### config.mk
export PLATFORM = sky130hd
export DESIGN_NAME = digit_serial_subtractor
export DESIGN_NICKNAME = d
export VERILOG_FILES = /design/src/rtl/arith_pkg.sv /design/src/rtl/borrow_slice.sv /design/src/rtl/digit_serial_subtractor.sv
export SDC_FILE = /design/constraint.sdc
export NUM_CORES = 1
export LEC_CHECK = 0
export BUFFER_PORTS_ARGS = -buffer_cell sky130_fd_sc_hd__buf_2
export CORE_MARGIN = 3
export CORE_UTILIZATION = 55
export DETAILED_ROUTE_END_ITERATION = 16
export GPL_ROUTABILITY_DRIVEN = 0
export GPL_TIMING_DRIVEN = 0
export MAX_ROUTING_LAYER = met4
export PLACE_DENSITY = 0.78
export REMOVE_ABC_BUFFERS = 1
export SETUP_SLACK_MARGIN = 0.05
export SLEW_MARGIN = 20
export SYNTH_ARGS = -nofsm -noshare
export SYNTH_HDL_FRONTEND = slang
export SYNTH_HIERARCHICAL = 1
export SYNTH_SLANG_ARGS = --single-unit
### constraint.sdc
create_clock -name clk -period 3.9 [get_ports clk]
set_input_delay 0.39 -clock clk [delete_from_list [all_inputs] [get_ports clk]]
set_output_delay 0.39 -clock clk [all_outputs]
set_load 0.02 [all_outputs]
### src/rtl/arith_pkg.sv
// Shared arithmetic types: FSM states and counter sizing.
package arith_pkg;

  typedef enum logic [1:0] {
    IDLE,
    RUN,
    DONE
  } state_t;

  function automatic int cnt_width(input int ndig);
    return $clog2(ndig) + 1;
  endfunction

endpackage

### src/rtl/borrow_slice.sv
// DIGIT-wide combinational ripple-borrow slice.
module borrow_slice #(
  parameter int DIGIT = 1
) (
  input  logic [DIGIT-1:0] a,
  input  logic [DIGIT-1:0] b,
  input  logic             c_in,
  output logic [DIGIT-1:0] diff,
  output logic             b_out,
  output logic             b_msb_in
);

  logic br;

  // Ripple the borrow LSB to MSB; remember the borrow entering the top bit.
  always_comb begin
    br       = c_in;
    diff     = '0;
    b_msb_in = c_in;
    for (int i = 0; i < DIGIT; i++) begin
      diff[i] = a[i] ^ b[i] ^ br;
      if (i == DIGIT - 1) b_msb_in = br;
      br = (~a[i] & b[i]) | (~a[i] & br) | (b[i] & br);
    end
    b_out = br;
  end

endmodule

### src/rtl/digit_serial_subtractor.sv
// Multi-cycle D = X - Y - BIN, DIGIT bits per clock.
module digit_serial_subtractor
  import arith_pkg::*;
#(
  parameter int WIDTH = 8,
  parameter int DIGIT = 1
) (
  input  logic             clk,
  input  logic             reset,
  input  logic             in_valid,
  output logic             in_ready,
  input  logic [WIDTH-1:0] x,
  input  logic [WIDTH-1:0] y,
  input  logic             bin,
  output logic             out_valid,
  input  logic             out_ready,
  output logic [WIDTH-1:0] d,
  output logic             bout,
  output logic             zero,
  output logic             ovf
);

  localparam int NDIG = WIDTH / DIGIT;
  localparam int CW   = cnt_width(NDIG);

  state_t           state;
  state_t           state_nx;
  logic [CW-1:0]    cnt;
  logic [WIDTH-1:0] xr;
  logic [WIDTH-1:0] yr;
  logic [WIDTH-1:0] res;
  logic [WIDTH-1:0] res_nx;
  logic             brw;
  logic [31:0]      base;
  logic             last;
  logic [DIGIT-1:0] sa;
  logic [DIGIT-1:0] sb;
  logic [DIGIT-1:0] sdiff;
  logic             sbout;
  logic             sbmsb;

  assign base = 32'(cnt) * 32'(DIGIT);
  assign last = (cnt == CW'(NDIG - 1));
  assign sa   = xr[base +: DIGIT];
  assign sb   = yr[base +: DIGIT];

  borrow_slice #(
    .DIGIT(DIGIT)
  ) u_slice (
    .a       (sa),
    .b       (sb),
    .c_in    (brw),
    .diff    (sdiff),
    .b_out   (sbout),
    .b_msb_in(sbmsb)
  );

  // Result register with the current digit merged in.
  always_comb begin
    res_nx = res;
    res_nx[base +: DIGIT] = sdiff;
  end

  // Next-state and handshake outputs.
  always_comb begin
    state_nx  = state;
    in_ready  = 1'b0;
    out_valid = 1'b0;
    unique case (state)
      IDLE: begin
        in_ready = 1'b1;
        if (in_valid) state_nx = RUN;
      end
      RUN: begin
        if (last) state_nx = DONE;
      end
      DONE: begin
        out_valid = 1'b1;
        if (out_ready) state_nx = IDLE;
      end
      default: state_nx = IDLE;
    endcase
  end

  // State register.
  always_ff @(posedge clk) begin
    if (reset) state <= IDLE;
    else       state <= state_nx;
  end

  // Operand latch, digit iteration and result/flag capture.
  always_ff @(posedge clk) begin
    if (reset) begin
      cnt  <= '0;
      xr   <= '0;
      yr   <= '0;
      res  <= '0;
      brw  <= 1'b0;
      d    <= '0;
      bout <= 1'b0;
      zero <= 1'b0;
      ovf  <= 1'b0;
    end else begin
      unique case (state)
        IDLE: begin
          if (in_valid) begin
            xr  <= x;
            yr  <= y;
            brw <= bin;
            cnt <= '0;
          end
        end
        RUN: begin
          res <= res_nx;
          brw <= sbout;
          cnt <= cnt + CW'(1);
          if (last) begin
            d    <= res_nx;
            bout <= sbout;
            zero <= ~|res_nx;
            ovf  <= sbmsb ^ sbout;
          end
        end
        default: ;
      endcase
    end
  end

endmodule

# Word level (Yosys, flattened, before mapping)

Cells that the tools add are included.

Register bits after elaboration: 42
Input port bits: 21
Output and inout port bits: 13
Logic and storage cells: 50

Add/subtract/negate cells: 2
Eq/ne operators: 6
Shift-type cells: 4
Muxes and demuxes: 11
Bitwise gates (word level): 9
Reductions and logical operators: 8

Operators by type and width:

| kind                                                                    | count |
|---|---|
| 4-bit negation with 34-bit output                                       | 1 |
| 1-bit by 34-bit variable shift with 8-bit output (first input constant) | 1 |
| 1-bit by 34-bit indexed part select with 8-bit output                   | 1 |
| 8-bit by 5-bit indexed part select with 1-bit output                    | 2 |
| 8-bit bitwise mux                                                       | 1 |
| 4-bit case mux with 2 select lines                                      | 1 |
| 8-bit OR reduction                                                      | 1 |
| 2-bit 2-to-1 mux                                                        | 3 |
| 2-bit != test (second input constant)                                   | 3 |
| 2-bit case mux with 3 select lines                                      | 1 |
| 2-bit AND reduction                                                     | 3 |
| 4-bit by 1-bit adder with 4-bit output (second input constant)          | 1 |
| 4-bit by 3-bit == test with 1-bit output (second input constant)        | 1 |
| 4-bit 2-to-1 mux                                                        | 1 |
| 1-bit bitwise AND                                                       | 3 |
| 1-bit 2-to-1 mux                                                        | 3 |
| 3-bit AND reduction                                                     | 1 |
| 1-bit XOR                                                               | 3 |
| 2-bit by 1-bit == test with 1-bit output (second input constant)        | 1 |
| 2-bit == test (second input constant)                                   | 1 |
| 2-bit zero test                                                         | 1 |
| 1-bit bitwise OR                                                        | 2 |
| 1-bit case mux with 2 select lines                                      | 1 |
| 2-bit nonzero test                                                      | 1 |
| 2 further kinds                                                         | 2 |

# Longest topological paths before layout

Depth after elaboration: 7
Depth in mapped cells: 12
Depth with buffers taken out: 11

# Cells and area by module

The synthesis kept the hierarchy.

Modules (own cells, without submodules):

| module                  | instances | cells each | area an instance (sq um) | seq. area each (sq um) |
|---|---|---|---|---|
| digit_serial_subtractor | 1         | 238        | 2020.7                   | 840.8 |
| borrow_slice            | 1         | 4          | 35.0                     | 0.0 |

# Worst setup path before layout

No wires, ideal clock.

Path kind: reg-to-reg
From: register cnt[0]
To: register zero
Setup time: 0.120 ns
Arrival time: 2.686 ns
Required time: 3.780 ns
Path slack: 1.094 ns
Cell stages (with the launch flop): 12
Buffers on the path: 1
Clock period less this slack: 2.806 ns
Path through: dfxtp_1 > buf_2 > mux4_2 > mux2i_1 > nor2_1 > fa_1 > inv_1 > nand2_1 > nor3_1 > nor4_1 > o31ai_1 > o31ai_2

Cells in the longest elaborated chain, start to end: 7
Elaborated cells between the ends (all ways): 12
Those cells by class: add/sub (1); eq/ne (1); shift (4); mux (1); bitwise (2); reduce/logical (3)

RTL lines:

| element                                               | RTL line                       | text |
|---|---|---|
| start, declared                                       | digit_serial_subtractor.sv:28  | `logic [CW-1:0] cnt;` |
| start signal, assigned                                | digit_serial_subtractor.sv:116 | `cnt <= cnt + CW'(1);` |
| 8-bit by 5-bit indexed part select with 1-bit output  | digit_serial_subtractor.sv:45  | `assign sb = yr[base +: DIGIT];` |
| net sb                                                | digit_serial_subtractor.sv:37  | `logic [DIGIT-1:0] sb;` |
| 1-bit XOR (2 in series)                               | borrow_slice.sv:21             | `diff[i] = a[i] ^ b[i] ^ br;` |
| net sdiff                                             | digit_serial_subtractor.sv:38  | `logic [DIGIT-1:0] sdiff;` |
| 1-bit by 34-bit indexed part select with 8-bit output | digit_serial_subtractor.sv:61  | `res_nx[base +: DIGIT] = sdiff;` |
| 8-bit bitwise mux                                     | digit_serial_subtractor.sv:61  |  |
| 8-bit OR reduction                                    | digit_serial_subtractor.sv:120 | `zero <= ~\|res_nx;` |
| 1-bit zero test                                       | digit_serial_subtractor.sv:120 |  |
| end signal, assigned                                  | digit_serial_subtractor.sv:120 |  |
| end, declared                                         | digit_serial_subtractor.sv:19  | `output logic zero,` |

The timed path passes the listed nets, and every way through them passes these cells.
A chain may end at the register's enable or synchronous reset.

# Final worst setup path

From: register cnt[0]
To: register zero

Cells in the longest elaborated chain, start to end: 7
Elaborated cells between the ends (all ways): 12
Those cells by class: add/sub (1); eq/ne (1); shift (4); mux (1); bitwise (2); reduce/logical (3)

RTL lines:

| element                                               | RTL line                       | text |
|---|---|---|
| 8-bit by 5-bit indexed part select with 1-bit output  | digit_serial_subtractor.sv:44  | `assign sa = xr[base +: DIGIT];` |
| net sa                                                | digit_serial_subtractor.sv:36  | `logic [DIGIT-1:0] sa;` |
| 1-bit XOR (2 in series)                               | borrow_slice.sv:21             |  |
| net sdiff                                             | digit_serial_subtractor.sv:38  |  |
| 1-bit by 34-bit indexed part select with 8-bit output | digit_serial_subtractor.sv:61  |  |
| 8-bit bitwise mux                                     | digit_serial_subtractor.sv:61  |  |
| 8-bit OR reduction                                    | digit_serial_subtractor.sv:120 |  |
| 1-bit zero test                                       | digit_serial_subtractor.sv:120 |  |

The timed path passes the listed nets, and every way through them passes these cells.

==> results.sh <==
export IMPL_totalWireLength_um=3930
export IMPL_hold_depth=3
export IMPL_fmax_ghz=0.309
export IMPL_synth_enable_flop_cells=0
export IMPL_insertedDiodeCount=0
export IMPL_vias_per_cell=5.36
export IMPL_final_area_um2=2290
export IMPL_post_dp_cell_area_um2=2190
export IMPL_final_nets=292
export IMPL_core_area_um2=3470
export IMPL_drtIter0Drc=99
export IMPL_floorplan_initialDensity_pct=59.3
export IMPL_r2r_setup_slack_ps=670
export IMPL_die_width_um=67.1
export IMPL_p_int_uw=639
export IMPL_die_h_um=67.1
export IMPL_r2r_end="zero"
export IMPL_antenna_found_initial=0
export IMPL_fin_cells=311
export IMPL_path_clk_slew_ps=80
export IMPL_fin_crit_sh_pct=82.9
export IMPL_rr_worst_depth=11
export IMPL_postCtsSetupRepairBufs=0
export IMPL_netlist_area_um2=2060
export IMPL_fin_util_pct=65.9
export IMPL_hold_viol_final=0
export IMPL_cts_resized_gates=0
export IMPL_final_setup_skew_ps=5.80
export IMPL_grt_pass1_vias=1625
export IMPL_yosys_area_top_type="dfxtp_1"
export IMPL_maxCapViolations=0
export IMPL_combPwrFrac_pct=13.6
export IMPL_reg2reg_from="cnt[0]"
export IMPL_synth_top_family_by_area="simple AND/OR/NAND/NOR gates"
export IMPL_cts_buffers=5
export IMPL_area_delta_synth_final_pct=11.3
export IMPL_cts_num_sinks=42
export IMPL_dieArea_um2=4510
export IMPL_hold_start="x[7]"
export IMPL_synth_area_mux_share_pct=9.01
export IMPL_synth_warnings=6
export IMPL_tritoncts="built"
export IMPL_dp_hpwl_um=2650
export IMPL_netlist_area_leader_share_pct=40.9
export IMPL_final_layout_size_suffix_gt1_share_pct=20.0
export IMPL_ys_ff_latch=42
export IMPL_vias=1667
export IMPL_synth_fa_ha_area_share_pct=4.63
export IMPL_grt_max_degree=44
export IMPL_p_seq_share_pct=52.9
export IMPL_async_flop_share_pct=0
export IMPL_fillers=330
export IMPL_final_setup_tns_ps=0
export IMPL_holdPathEnd="xr[7]"
export IMPL_clk_path_buf_depth=2
export IMPL_wl_per_cell_um=12.6
export IMPL_postRouteAntennaNets=0
export IMPL_portBuffers=33
export IMPL_power_density_nw_per_um2=384
export IMPL_ir_drop_mv=0.272
export IMPL_worst_slew_pin_slew_ps=757
export IMPL_synth_xor_xnor_area_share_pct=2.43
export IMPL_cp_end_kind="flip-flop"
export IMPL_status="finished, final reports clean"
export IMPL_required_ps=4090
export IMPL_ys_types=42
export IMPL_fp_row_count=21
export IMPL_syn_inst=242
export IMPL_power_share_clock_pct=33.5
export IMPL_ios=34
export IMPL_synth_compound_area_share_pct=15.5
export IMPL_avgSynthCellArea_um2=8.49
export IMPL_grt_pass1_wl_um=6840
export IMPL_cts_root_buf="clkbuf_8"
export IMPL_p_sw_uw=238
export IMPL_dp_cells=303
export IMPL_grt_usage_pct=20.6
export IMPL_drc=0
export IMPL_min_path_type="in -> reg"
export IMPL_synth_area_top_cells="dfxtp_1 41%, nand2_1 8.4%, a211oi_1 6.6%"
export IMPL_slew_headroom_pct=49.5
export IMPL_cts_htree_levels=2
export IMPL_period_minus_slack_ps=3230
export IMPL_ys_flop_type="dfxtp_1"
export IMPL_crit_fanout=16
export IMPL_drv_slew=0
export IMPL_cts_hold_buf=0
export IMPL_setup_viol=0
export IMPL_p_leak_nw=0.892
export IMPL_cp_start_kind="flip-flop"
export IMPL_critPathKind="reg -> reg"
export IMPL_switching_share_pct=27.2
export IMPL_firstDrtPassIters=4
export IMPL_yosys_area_share_simple_pct=22.1
export IMPL_overflow=0
export IMPL_clock_latency_ps=300
export IMPL_rsz0062_at_grt="false"
export IMPL_ys_seq_area_share_pct=40.9
export IMPL_cp_arrival_ps=3420
[cells in the mapped netlist (all sizes together) (3+ instances only)]
master	instances
dfxtp	42
mux2i	8
nand2	46
nor2	28
ha	6
nor3	7
clkbuf	9
buf	9
a31oi	3
nor4	3
nand3	5
inv	7
a21oi	23
mux4	4
a211oi	18
[flip-flops by register name (all words and copies together), names as in the netlist]
name   count
bout       1
brw        1
cnt        4
d          8
ovf        1
res        8
state      2
xr         8
yr         8
zero       1
[critical path, cell delays in order, from the launching register on]
cell	delay, ps
dfxtp_1	780
mux4_2	590
mux2i_1	160
nor2_1	60
inv_1	80
fa_1	380
inv_1	150
nand2_1	70
nor3_1	360
nor4_1	90
o31ai_1	300
o31ai_2	90
[cell type report]
class	count	area [um^2]	share of cell area (%)
multi-input cells	175	1100	48.2
flip-flops and latches	42	841	36.8
repair buffers	33	165	7.22
clock buffers	6	82.6	3.61
well taps	46	57.6	2.52
inverters	7	26.3	1.15
clock inverters	2	12.5	0.547
[per-stage QoR]
stage	hold WS, ps	worst slack (ps)	power (mW)
6_report	313	666	0.878
4_1_cts	309	648	0.889
3_3_place_gp	441	748	0.590
5_1_grt	323	432	0.923
2_1_floorplan	427	1080	0.555
3_5_place_dp	445	666	0.595
[routing by layer]
| metal | global-route usage, % | vias up | wire (um) |
|---|---|---|---|
| li1 | - | 874 | - |
| met3 | 4.49 | 9 | 151 |
| met1 | 23.6 | 752 | 1740 |
| met4 | 10.4 | 0 | 94 |
| met5 | - | - | 0 |
| met2 | 33.9 | 32 | 1950 |
[power by group through the flow]
stage / Sequential (mW) / Clock [mW] / Combinational [mW]
2_1_floorplan: 0.469 / 0 / 0.0858
3_3_place_gp: 0.473 / 0 / 0.117
3_5_place_dp: 0.474 / 0 / 0.120
4_1_cts: 0.464 / 0.304 / 0.121
5_1_grt: 0.467 / 0.318 / 0.138
6_report: 0.464 / 0.294 / 0.120
[worst max-delay path by stage]
stage | slack [ps] | depth (start not counted) | to | start
2_1_floorplan | 1080 | 10 | zero | cnt[0]
3_3_place_gp | 750 | 10 | zero | cnt[0]
3_5_place_dp | 670 | 10 | zero | cnt[0]
4_1_cts | 650 | 11 | zero | cnt[0]
5_1_grt | 430 | 9 | d[6] | cnt[0]
6_report | 670 | 11 | zero | cnt[0]
[logic make-up (layout without fill, tap and decap cells)]
family | count (synthesis) | after routing
XOR/XNOR | 4 | 4
buffers and inverters | 25 | 48
AO/OA/AOI/OAI | 50 | 50
adder cells (fa/ha/maj) | 7 | 7
multiplexers | 13 | 13
AND/OR/NAND/NOR | 101 | 101
flip-flops | 42 | 42
[placed cells by master (no fill, tap or decap), types with 2 or more instances in the layout]
cell type and n:
nand2_1 46, dfxtp_1 42, buf_2 33, nor2_1 28, a21oi_1 23, a211oi_1 18, nor3_1 7, inv_1 7
mux2i_1 7, ha_1 6, clkbuf_8 6, nand3_1 5, mux4_2 4, a31oi_1 3, and2_1 2, nand2b_1 2
nor4_1 2
Note: power is estimated with default switching activity, not from simulation.
